[src/rtl/rvv_lsu_uop_sequencer.sv]
// Vector LSU uop sequencer: accepts one load/store instruction at a time and
// walks its uop index, issuing up to NUM_DE_UOP uops per cycle as the uop queue allows.
module rvv_lsu_uop_sequencer #(
  parameter int NUM_DE_UOP      = 2,
  parameter int UOP_INDEX_WIDTH = 3
) (
  input  logic                            clk,
  input  logic                            rst_n,
  input  logic                            flush,
  input  logic                            inst_valid,
  output logic                            inst_ready,
  input  logic [UOP_INDEX_WIDTH:0]        inst_uop_total,
  input  logic                            inst_illegal,
  input  logic [$clog2(NUM_DE_UOP):0]     uq_free,
  output logic                            de_valid,
  output logic [UOP_INDEX_WIDTH-1:0]      uop_index_remain,
  output logic [NUM_DE_UOP-1:0]           uop_push,
  output logic                            inst_done,
  output logic                            illegal_trap
);

  localparam int IW = UOP_INDEX_WIDTH + 1;
  localparam logic [IW-1:0] MAX_TOTAL = IW'(2 ** UOP_INDEX_WIDTH);
  localparam logic [IW-1:0] DE_MAX    = IW'(NUM_DE_UOP);

  typedef enum logic [1:0] {
    S_IDLE  = 2'd0,
    S_ISSUE = 2'd1,
    S_TRAP  = 2'd2
  } state_e;

  state_e          state_q, state_d;
  logic [IW-1:0]   idx_q, idx_d;
  logic [IW-1:0]   total_q, total_d;

  logic [IW-1:0]   remain;
  logic [IW-1:0]   free_w;
  logic [IW-1:0]   n_issue;
  logic            last_cycle;
  logic            accept;
  logic            inst_bad;

  // Uops issued this cycle: min(decode width, uops left, queue space)
  always_comb begin
    remain  = total_q - idx_q;
    free_w  = IW'(uq_free);
    n_issue = remain;
    if (n_issue > DE_MAX) n_issue = DE_MAX;
    if (n_issue > free_w) n_issue = free_w;
    if (state_q != S_ISSUE) n_issue = '0;
    last_cycle = (state_q == S_ISSUE) && (n_issue != '0) && (idx_q + n_issue == total_q);
  end

  always_ff @(posedge clk or negedge rst_n) begin
    if (!rst_n) begin
      state_q <= S_IDLE;
      idx_q   <= '0;
      total_q <= '0;
    end else begin
      state_q <= state_d;
      idx_q   <= idx_d;
      total_q <= total_d;
    end
  end

  always_comb begin
    state_d  = state_q;
    idx_d    = idx_q;
    total_d  = total_q;
    inst_bad = inst_illegal || (inst_uop_total == '0) || (inst_uop_total > MAX_TOTAL);
    accept   = inst_valid && inst_ready;
    if (flush) begin
      state_d = S_IDLE;
      idx_d   = '0;
    end else begin
      unique case (state_q)
        S_ISSUE: begin
          idx_d = idx_q + n_issue;
          if (last_cycle) begin
            state_d = S_IDLE;
            idx_d   = '0;
          end
        end
        S_TRAP:  state_d = S_IDLE;
        default: ;
      endcase
      // A new instruction can land in IDLE or on the last ISSUE cycle
      if (accept) begin
        idx_d = '0;
        if (inst_bad) begin
          state_d = S_TRAP;
        end else begin
          state_d = S_ISSUE;
          total_d = inst_uop_total;
        end
      end
    end
  end

  always_comb begin
    inst_ready       = 1'b0;
    de_valid         = 1'b0;
    uop_push         = '0;
    inst_done        = 1'b0;
    illegal_trap     = 1'b0;
    uop_index_remain = idx_q[UOP_INDEX_WIDTH-1:0];
    unique case (state_q)
      S_IDLE:  inst_ready = !flush;
      S_ISSUE: begin
        de_valid   = 1'b1;
        inst_ready = last_cycle && !flush;
        inst_done  = last_cycle && !flush;
        for (int i = 0; i < NUM_DE_UOP; i++) begin
          uop_push[i] = (IW'(i) < n_issue) && !flush;
        end
      end
      S_TRAP:  illegal_trap = !flush;
      default: ;
    endcase
  end

`ifndef SYNTHESIS
  logic [NUM_DE_UOP:0] push_inc;
  assign push_inc = {1'b0, uop_push} + 1'b1;

  a_push_contig: assert property (@(posedge clk) disable iff (!rst_n)
    (push_inc[NUM_DE_UOP-1:0] & uop_push) == '0);
  a_push_free: assert property (@(posedge clk) disable iff (!rst_n)
    $countones(uop_push) <= int'(uq_free));
  a_done_trap: assert property (@(posedge clk) disable iff (!rst_n)
    !(inst_done && illegal_trap));
  a_idx_bound: assert property (@(posedge clk) disable iff (!rst_n)
    idx_q <= total_q);
`endif

endmodule

[config.mk]
export PLATFORM = sky130hd
export DESIGN_NAME = rvv_lsu_uop_sequencer
export DESIGN_NICKNAME = d
export VERILOG_FILES = /design/src/rtl/rvv_lsu_uop_sequencer.sv
export SDC_FILE = /design/constraint.sdc
export NUM_CORES = 1
export LEC_CHECK = 0
export ABC_AREA = 1
export ABC_CLOCK_PERIOD_IN_PS = 4100
export CORE_ASPECT_RATIO = 0.7
export CORE_UTILIZATION = 46
export CTS_CLUSTER_SIZE = 40
export DETAILED_ROUTE_END_ITERATION = 10
export MAX_ROUTING_LAYER = met4
export PLACE_DENSITY_LB_ADDON = 0.1
export RECOVER_POWER = 100
export SLEW_MARGIN = 20
export SYNTH_ARGS = -nofsm -noshare
export SYNTH_HDL_FRONTEND = slang
export SYNTH_SLANG_ARGS = --single-unit
[constraint.sdc]
create_clock -name clk -period 4.1 [get_ports clk]
set_clock_uncertainty 0.1 [all_clocks]
set_input_delay 0.82 -clock clk [delete_from_list [all_inputs] [get_ports clk]]
set_output_delay 0.82 -clock clk [all_outputs]
set_load 0.01 [all_outputs]
==> summary.md <==
| Metric | Value |
|---|---|
| Area growth from synthesis to layout | `44.4%` |
| F_max | `207 MHz` |
| Number of nets in the layout | `204` |
| Part of the power in the clock network | `13.8%` |
| Post-Syn Area per Cell | `7.63 sq um` |
| Clk slew on worst S/H paths | `60 ps` |
| Count of final max-slew check failures | `0` |
| Yosys Warn Count | `0` |
| First-iteration detailed-routing DRC count | `21` |
| GRT Util Overall | `22.6%` |
| Clock tree from TritonCTS | `built` |
| Unrepaired setup endpoints after global routing | `true` |
| Kind of capture point of the worst setup path | `primary output` |
| Routed via count divided by cell count | `4.80` |
| N_diodes | `0` |
| Worst Path Required | `3180 ps` |
| Critical path arrival | `3900 ps` |
| Area enclosed by the die boundary | `0.00243 sq mm` |
| Via Count | `999` |
| Area of the core | `0.00198 sq mm` |
| Cells after Synth | `135` |
| Net switching power | `0.184 mW` |
| Leading cell types by count after synthesis | `inv_1, nand2_1, ha_1` |
| Final worst path period share | `118%` |
| Antenna-violating nets left | `0` |
| Placement row count | `13` |
| Logic pwr share | `59.4%` |
| Leading cell types by total area after synthesis | `dfrtp_1, ha_1, inv_1, nand2_1, nand2_4` |
| Number of global-route vias before repair | `962` |
| Failing checks | `setup timing` |
| Area taken by multi-input logic gates | `702 sq um` |
| Maximum number of pins on one net before global-route repair | `11` |
| Internal power | `0.281 mW` |
| Number of levels in the clock H-tree | `1` |
| Area after detailed placement | `0.00138 sq mm` |
| Switch share | `39.6%` |
| Number of port buffers | `19` |
| Seq/Total Area, Yosys | `24.3%` |
| Overall Power | `0.465 mW` |
| Max cap viols | `0` |
| Critical path start-end classification | `reg2out` |
| Critical Path Fanout Max | `4` |
| Average routed wire per standard cell | `11.4 um` |
| Max Root-Sink Buffers | `2` |
| Clock net sink count | `10` |
| DRT Pass-1 Iters | `4` |
| Root Buffer | `clkbuf_4` |
| Transition time of the tightest slew-check pin | `621 ps` |
| Crit path time final | `4820 ps` |
| Min setup slack post-route | `-719 ps` |
| Post-route core utilization | `74.9%` |
| Leakage power of the design | `0.818 nW` |
| Area of all sequential standard cells | `250 sq um` |
| Register bit total from synthesis | `10` |
| Final number of hold-violating endpoints | `0` |
| Half-perimeter wire length after detailed placement | `1880 um` |
| # DRC | `0` |
| Skew-Pair Late Insertion Delay | `260 ps` |
| Die Width | `58.6 um` |
| Maximum ir drop on the vdd rail | `0.228 mV` |
| Initial core utilization | `51.9%` |
| Max_slew headroom | `58.3%` |
| Gp weighted congestion | `0.826` |
| Synthesized cell area | `0.00103 sq mm` |
| First-pass GRT wire length | `4060 um` |
| Yosys cell types | `30` |
| Area leader, netlist | `dfrtp_1` |
| Share of synthesized flip-flops with an asynchronous set or reset | `100%` |
| Final setup violation count | `12` |
| Type of the tightest min-delay check | `reg2reg` |
| Total non-filler cell area in the finished layout | `0.00149 sq mm` |
| Power density over the cells | `313 mW/mm^2` |
| Antenna violations before repair | `0` |
| Top FF cell, synth | `dfrtp_1` |
| Sequential cell fraction of total power | `26.8%` |
| Run status | `finished, violations left` |
| Proportion of layout cells with a drive suffix above 1 | `34.8%` |
| Overflow left after global routing | `0` |
| WL final | `2370 um` |
| Die Y | `41.6 um` |
| Post-synth top area share | `24.3%` |
| Critical path launch point type | `flop` |
| Count of pins on the block boundary | `20` |
| Number of buffers created by CTS | `3` |
| Number of synthesized flops with an enable pin | `0` |
| Filler instances | `164` |
| Syn nets | `159` |
==> metrics by stage <==
| step | std cells | worst slack, ps | hold slack [ps] | TNS, ps |
|---|---|---|---|---|
| 6_report | 208 | -719 | 446 | -1970 |
| 5_1_grt | 208 | -937 | 486 | -4660 |
| 4_1_cts | 206 | -751 | 454 | -2230 |
| 3_5_place_dp | 198 | -965 | 439 | -3100 |
| 3_3_place_gp | 198 | -889 | 418 | -2080 |
| 2_1_floorplan | 135 | -294 | 400 | -546 |
==> cell type report <==
cell class              count  share of cell area (%)
clock buffers               3                    1.52
repair buffers             42                    24.6
multi-input cells          94                    47.2
flip-flops and latches     10                    16.8
well taps                  30                    2.53
inverters                  29                    7.32
==> layout by cell type, fill, tap and decap left out, types with 2 or more instances in the layout <==
master	n
buf_4	22
buf_6	2
clkbuf_4	3
clkdlybuf4s50_1	9
dfrtp_1	10
dlygate4sd3_1	6
fa_2	2
ha_1	9
inv_1	20
inv_2	8
nand2_1	25
nand2_2	6
nand2_4	4
nand3_1	3
nand3_2	2
nand3_4	2
nand4_1	7
nor2_1	5
nor2_2	3
o21ai_1	6
xnor2_1	2
xor2_1	2
==> routing by layer <==
layer  vias up  share of wire [%]  global-route usage, %
li1        516                  -                      -
met1       447                 48                   30.1
met2        34                 46                   35.4
met3         2                5.6                   5.92
met4         0               0.30                   3.81
met5         -                  0                      -
==> timing repair <==
| item | 4_1_cts | 5_1_grt |
|---|---|---|
| buffers inserted | 5 | 3 |
| gates cloned | 1 | 0 |
| gates resized for setup | 17 | 5 |
| hold buffers | 0 | 0 |
| pin swaps | 17 | 13 |
| setup endpoints to repair | 14 | 14 |
==> power by group through the flow <==
stage | sequential, mW | combinational [mW] | clock (mW)
after floorplan | 0.126 | 0.155 | 0
after global placement | 0.125 | 0.240 | 0
after detailed placement | 0.126 | 0.247 | 0
after CTS | 0.124 | 0.267 | 0.0674
after global routing | 0.126 | 0.308 | 0.0749
final | 0.125 | 0.276 | 0.0643
==> final timing paths <==
path | from | endpoint | slack [ps] | depth (start not counted)
setup / recovery | idx_q[0] | inst_ready | -720 | 24
hold / removal | total_q[3] | total_q[3] | 450 | 2
setup reg to reg | idx_q[0] | state_q[1] | -100 | 27
hold reg to reg | total_q[3] | total_q[3] | 450 | 2
max in group asynchronous | rst_n | total_q[0] | 2720 | 1
min in group asynchronous | rst_n | state_q[0] | 850 | 1
==> flip-flops by register name, indices dropped and copies added, names as in the netlist <==
register	count
total_q	4
state_q	2
idx_q	4
==> logic make-up (layout without fill, tap and decap cells) <==
logic type / Yosys count / after routing / synth area share (%)
buffers and inverters: 32 / 74 / 12.8
AO/OA/AOI/OAI: 14 / 14 / 8.63
other: 1 / 1 / 0.364
AND/OR/NAND/NOR: 60 / 61 / 32.4
flip-flops: 10 / 10 / 24.3
XOR/XNOR: 5 / 5 / 4.25
adder cells (fa/ha/maj): 13 / 13 / 17.3
==> worst max-delay path: stages, from the launching register on <==
cell and delay [ps]:
dfrtp_1 380, ha_2 190, inv_2 60, fa_2 430, inv_2 80, o21ai_1 50, nor2_1 110, nand3_2 100
ha_1 280, nand2_1 70, o21ai_2 80, o21ai_1 120, inv_1 80, nand2_4 70, inv_2 40, ha_4 150
fa_2 560, xnor2_1 120, nand2_1 60, nor2_1 100, nand2_1 90, nor2_4 150, nand3_4 100, nand2_4 90
buf_6 90
(Power assumes the default switching activity.)
==> variant, RTL diff (same flow settings) <==
Set the parameter `UOP_INDEX_WIDTH` to 4 (it was 3).
--- a/src/rtl/rvv_lsu_uop_sequencer.sv
+++ b/src/rtl/rvv_lsu_uop_sequencer.sv
@@ -3,5 +3,5 @@
 module rvv_lsu_uop_sequencer #(
   parameter int NUM_DE_UOP      = 2,
-  parameter int UOP_INDEX_WIDTH = 3
+  parameter int UOP_INDEX_WIDTH = 4
 ) (
   input  logic                            clk,
Ports: changed (resized inst_uop_total and uop_index_remain); port bits go from 20 to 22. The function was not compared with the original's and may differ.
==> variant against the original RTL <==
The flow still finishes with violations (negative setup slack); hold slack got worse by 0.017 ns; synthesized cell count grew 27%; sequential share of layout area shrank 2.6 points; routed wire length up 110%; sequential cell count grew 2; die area rose by 16%; setup slack lost 0.30 ns; final area up 42%; area after synthesis is 17% higher; critical endpoint is now inst_done.
Power is not compared: it rests on default switching activity, and its combinational part moved more than twofold at a synthesized area within 25%.
==> variant: results (changes against the original RTL) <==
** Status
- Result of the run: complete, but fails checks (unchanged).
- Failing checks: negative setup slack (unchanged).

** Worst setup path
- Crit path max-delay family :: adder cells (unchanged)
- Setup slack of the most critical reg-to-reg path :: -0.88 ns (was -0.10 ns)
- Largest stage delay on the critical path :: 0.57 ns
- The arrival time of the worst setup path was 4.20 ns (was 3.90 ns).
- The cell with the largest stage delay on the worst path was fa_2 (unchanged).

** Timing
- The final-report setup violation count was 14 (was 12).
- Setup Total Neg Slack :: -11.68 ns (was -1.97 ns)
- Final worst-path setup slack :: -1.02 ns (was -0.719 ns)
- The total count of max-transition violations in the final report came to 0 (unchanged).
- The final-layout worst hold slack came to 0.429 ns (was 0.446 ns).
- Slew at the pin with the worst max-slew slack :: 1.01 ns (was 0.621 ns)

** Clocking
- The clock root buffer is clkbuf_8 (was clkbuf_4).

** Global routing
- The wire length of the first global-routing pass is 7.25 mm (was 4.06 mm).
- The via count of the first global-routing pass was 1,495 (was 962).
- The total track usage is 0.361 (was 0.226).
- Pin count of the biggest net entering global routing :: 13 (was 11)

** Place
- Worst slack, placed :: -1.06 ns (was -0.965 ns)
- Final weighted congestion of routability-driven global placement :: 0.914 (was 0.826)
- The count of buffers from port buffering is 21 (was 19).
- Detailed placement HPWL :: 2.40 mm (was 1.88 mm)

** Routing
- The routed wire length came to 5.05 mm (was 2.37 mm).
- Number of DRC violations after detailed-routing iteration 0 :: 155 (was 21)
- The number of detailed-routing iterations run before antenna repair was 6 (was 4).
- Vias post-DR :: 1,610 (was 999)

** Synthesis
- The fraction of synthesized cell area taken by the top area cell type was 0.249 (was 0.243).
- The distinct cell type count after synthesis was 27 (was 30).
- Leading cell types by count after synthesis :: nand2_1, inv_1, ha_1 (was inv_1, nand2_1, ha_1)
- Warnings from Yosys :: 0 (unchanged)
- The sequential fraction of the synthesis area came to 0.249 (was 0.243).
- Ranking of synthesized cells by area :: dfrtp_1, nand2_1, ha_1, inv_1, nand3_1 (was dfrtp_1, ha_1, inv_1, nand2_1, nand2_4)

** Final layout
- The number of filler cells placed in the layout was 138 (was 164).
- Largest registers :: idx_q: 5 flops, total_q: 5 flops, state_q: 2 flops (was idx_q: 4 flops, total_q: 4 flops, state_q: 2 flops)
- Inserted Diodes :: 0 (unchanged)
- Share of cells above drive strength 1 :: 0.420 (was 0.348)
- Count of nets after finishing :: 286 (was 204)
[variant: metal layers]
layer,GRT usage,wire length (um)
met5,-,0
met1,0.406,2000
met2,0.652,2520
met4,0.141,198
met3,0.0682,339
[variant: final timing paths]
check                      startpoint          to  depth (start not counted)
max                        total_q[0]   inst_done                         25
min reg2reg                state_q[1]  state_q[1]                          2
max reg2reg                total_q[0]  total_q[1]                         34
min                        state_q[1]  state_q[1]                          2
min in group asynchronous       rst_n  state_q[1]                          1
max in group asynchronous       rst_n  total_q[1]                          1
[variant: layout make-up]
class,instances,area (sq um),share of cell area
multi-input cells,126,897,0.425
repair buffers,85,714,0.338
flip-flops and latches,12,300,0.142
inverters,31,116,0.0551
well taps,34,42.5,0.0201
clock buffers,3,41.3,0.0195
[variant: logic make-up (layout without fill, tap and decap cells)]
logic type	Yosys count	after routing	share of synthesized area
and+or+nand+nor	87	88	0.350
xor gates and xnor gates	5	5	0.0363
AOI/OAI and AO/OA	16	16	0.0726
other	1	2	0.00311
DFF	12	12	0.249
adders and majority gates	15	15	0.168
buffers and inverters	35	119	0.121
[variant: what timing repair did]
action / 4_1_cts / 5_1_grt
setup buffers: 51 / 2
pin swaps: 21 / 14
resized for setup: 35 / 16
endpoints found under the setup margin: 15 / 16
hold endpoints to repair: 0 / 0
cloned: 1 / 0
[variant: where the power goes]
part           internal (mW)  switching, mW  leakage [nW]
logic                  0.342          0.318         0.957
clock network         0.0650         0.0470        0.0216
registers              0.141         0.0204         0.156
[variant: stage by stage]
step,std cells,cell area (sq um)
floorplan,172,1210
global placement,244,1600
detailed placement,244,1600
CTS,292,2060
global route,291,2110
finish,291,2110
[variant: worst register-to-register path: cells and delay by family (launching register included)]
family / cells / cell delay [ns]
DFF: 1 / 0.39
xor gates and xnor gates: 2 / 0.35
adders and majority gates: 5 / 1.55
AOI/OAI and AO/OA: 2 / 0.16
buffers and inverters: 11 / 0.86
and+or+nand+nor: 14 / 1.41
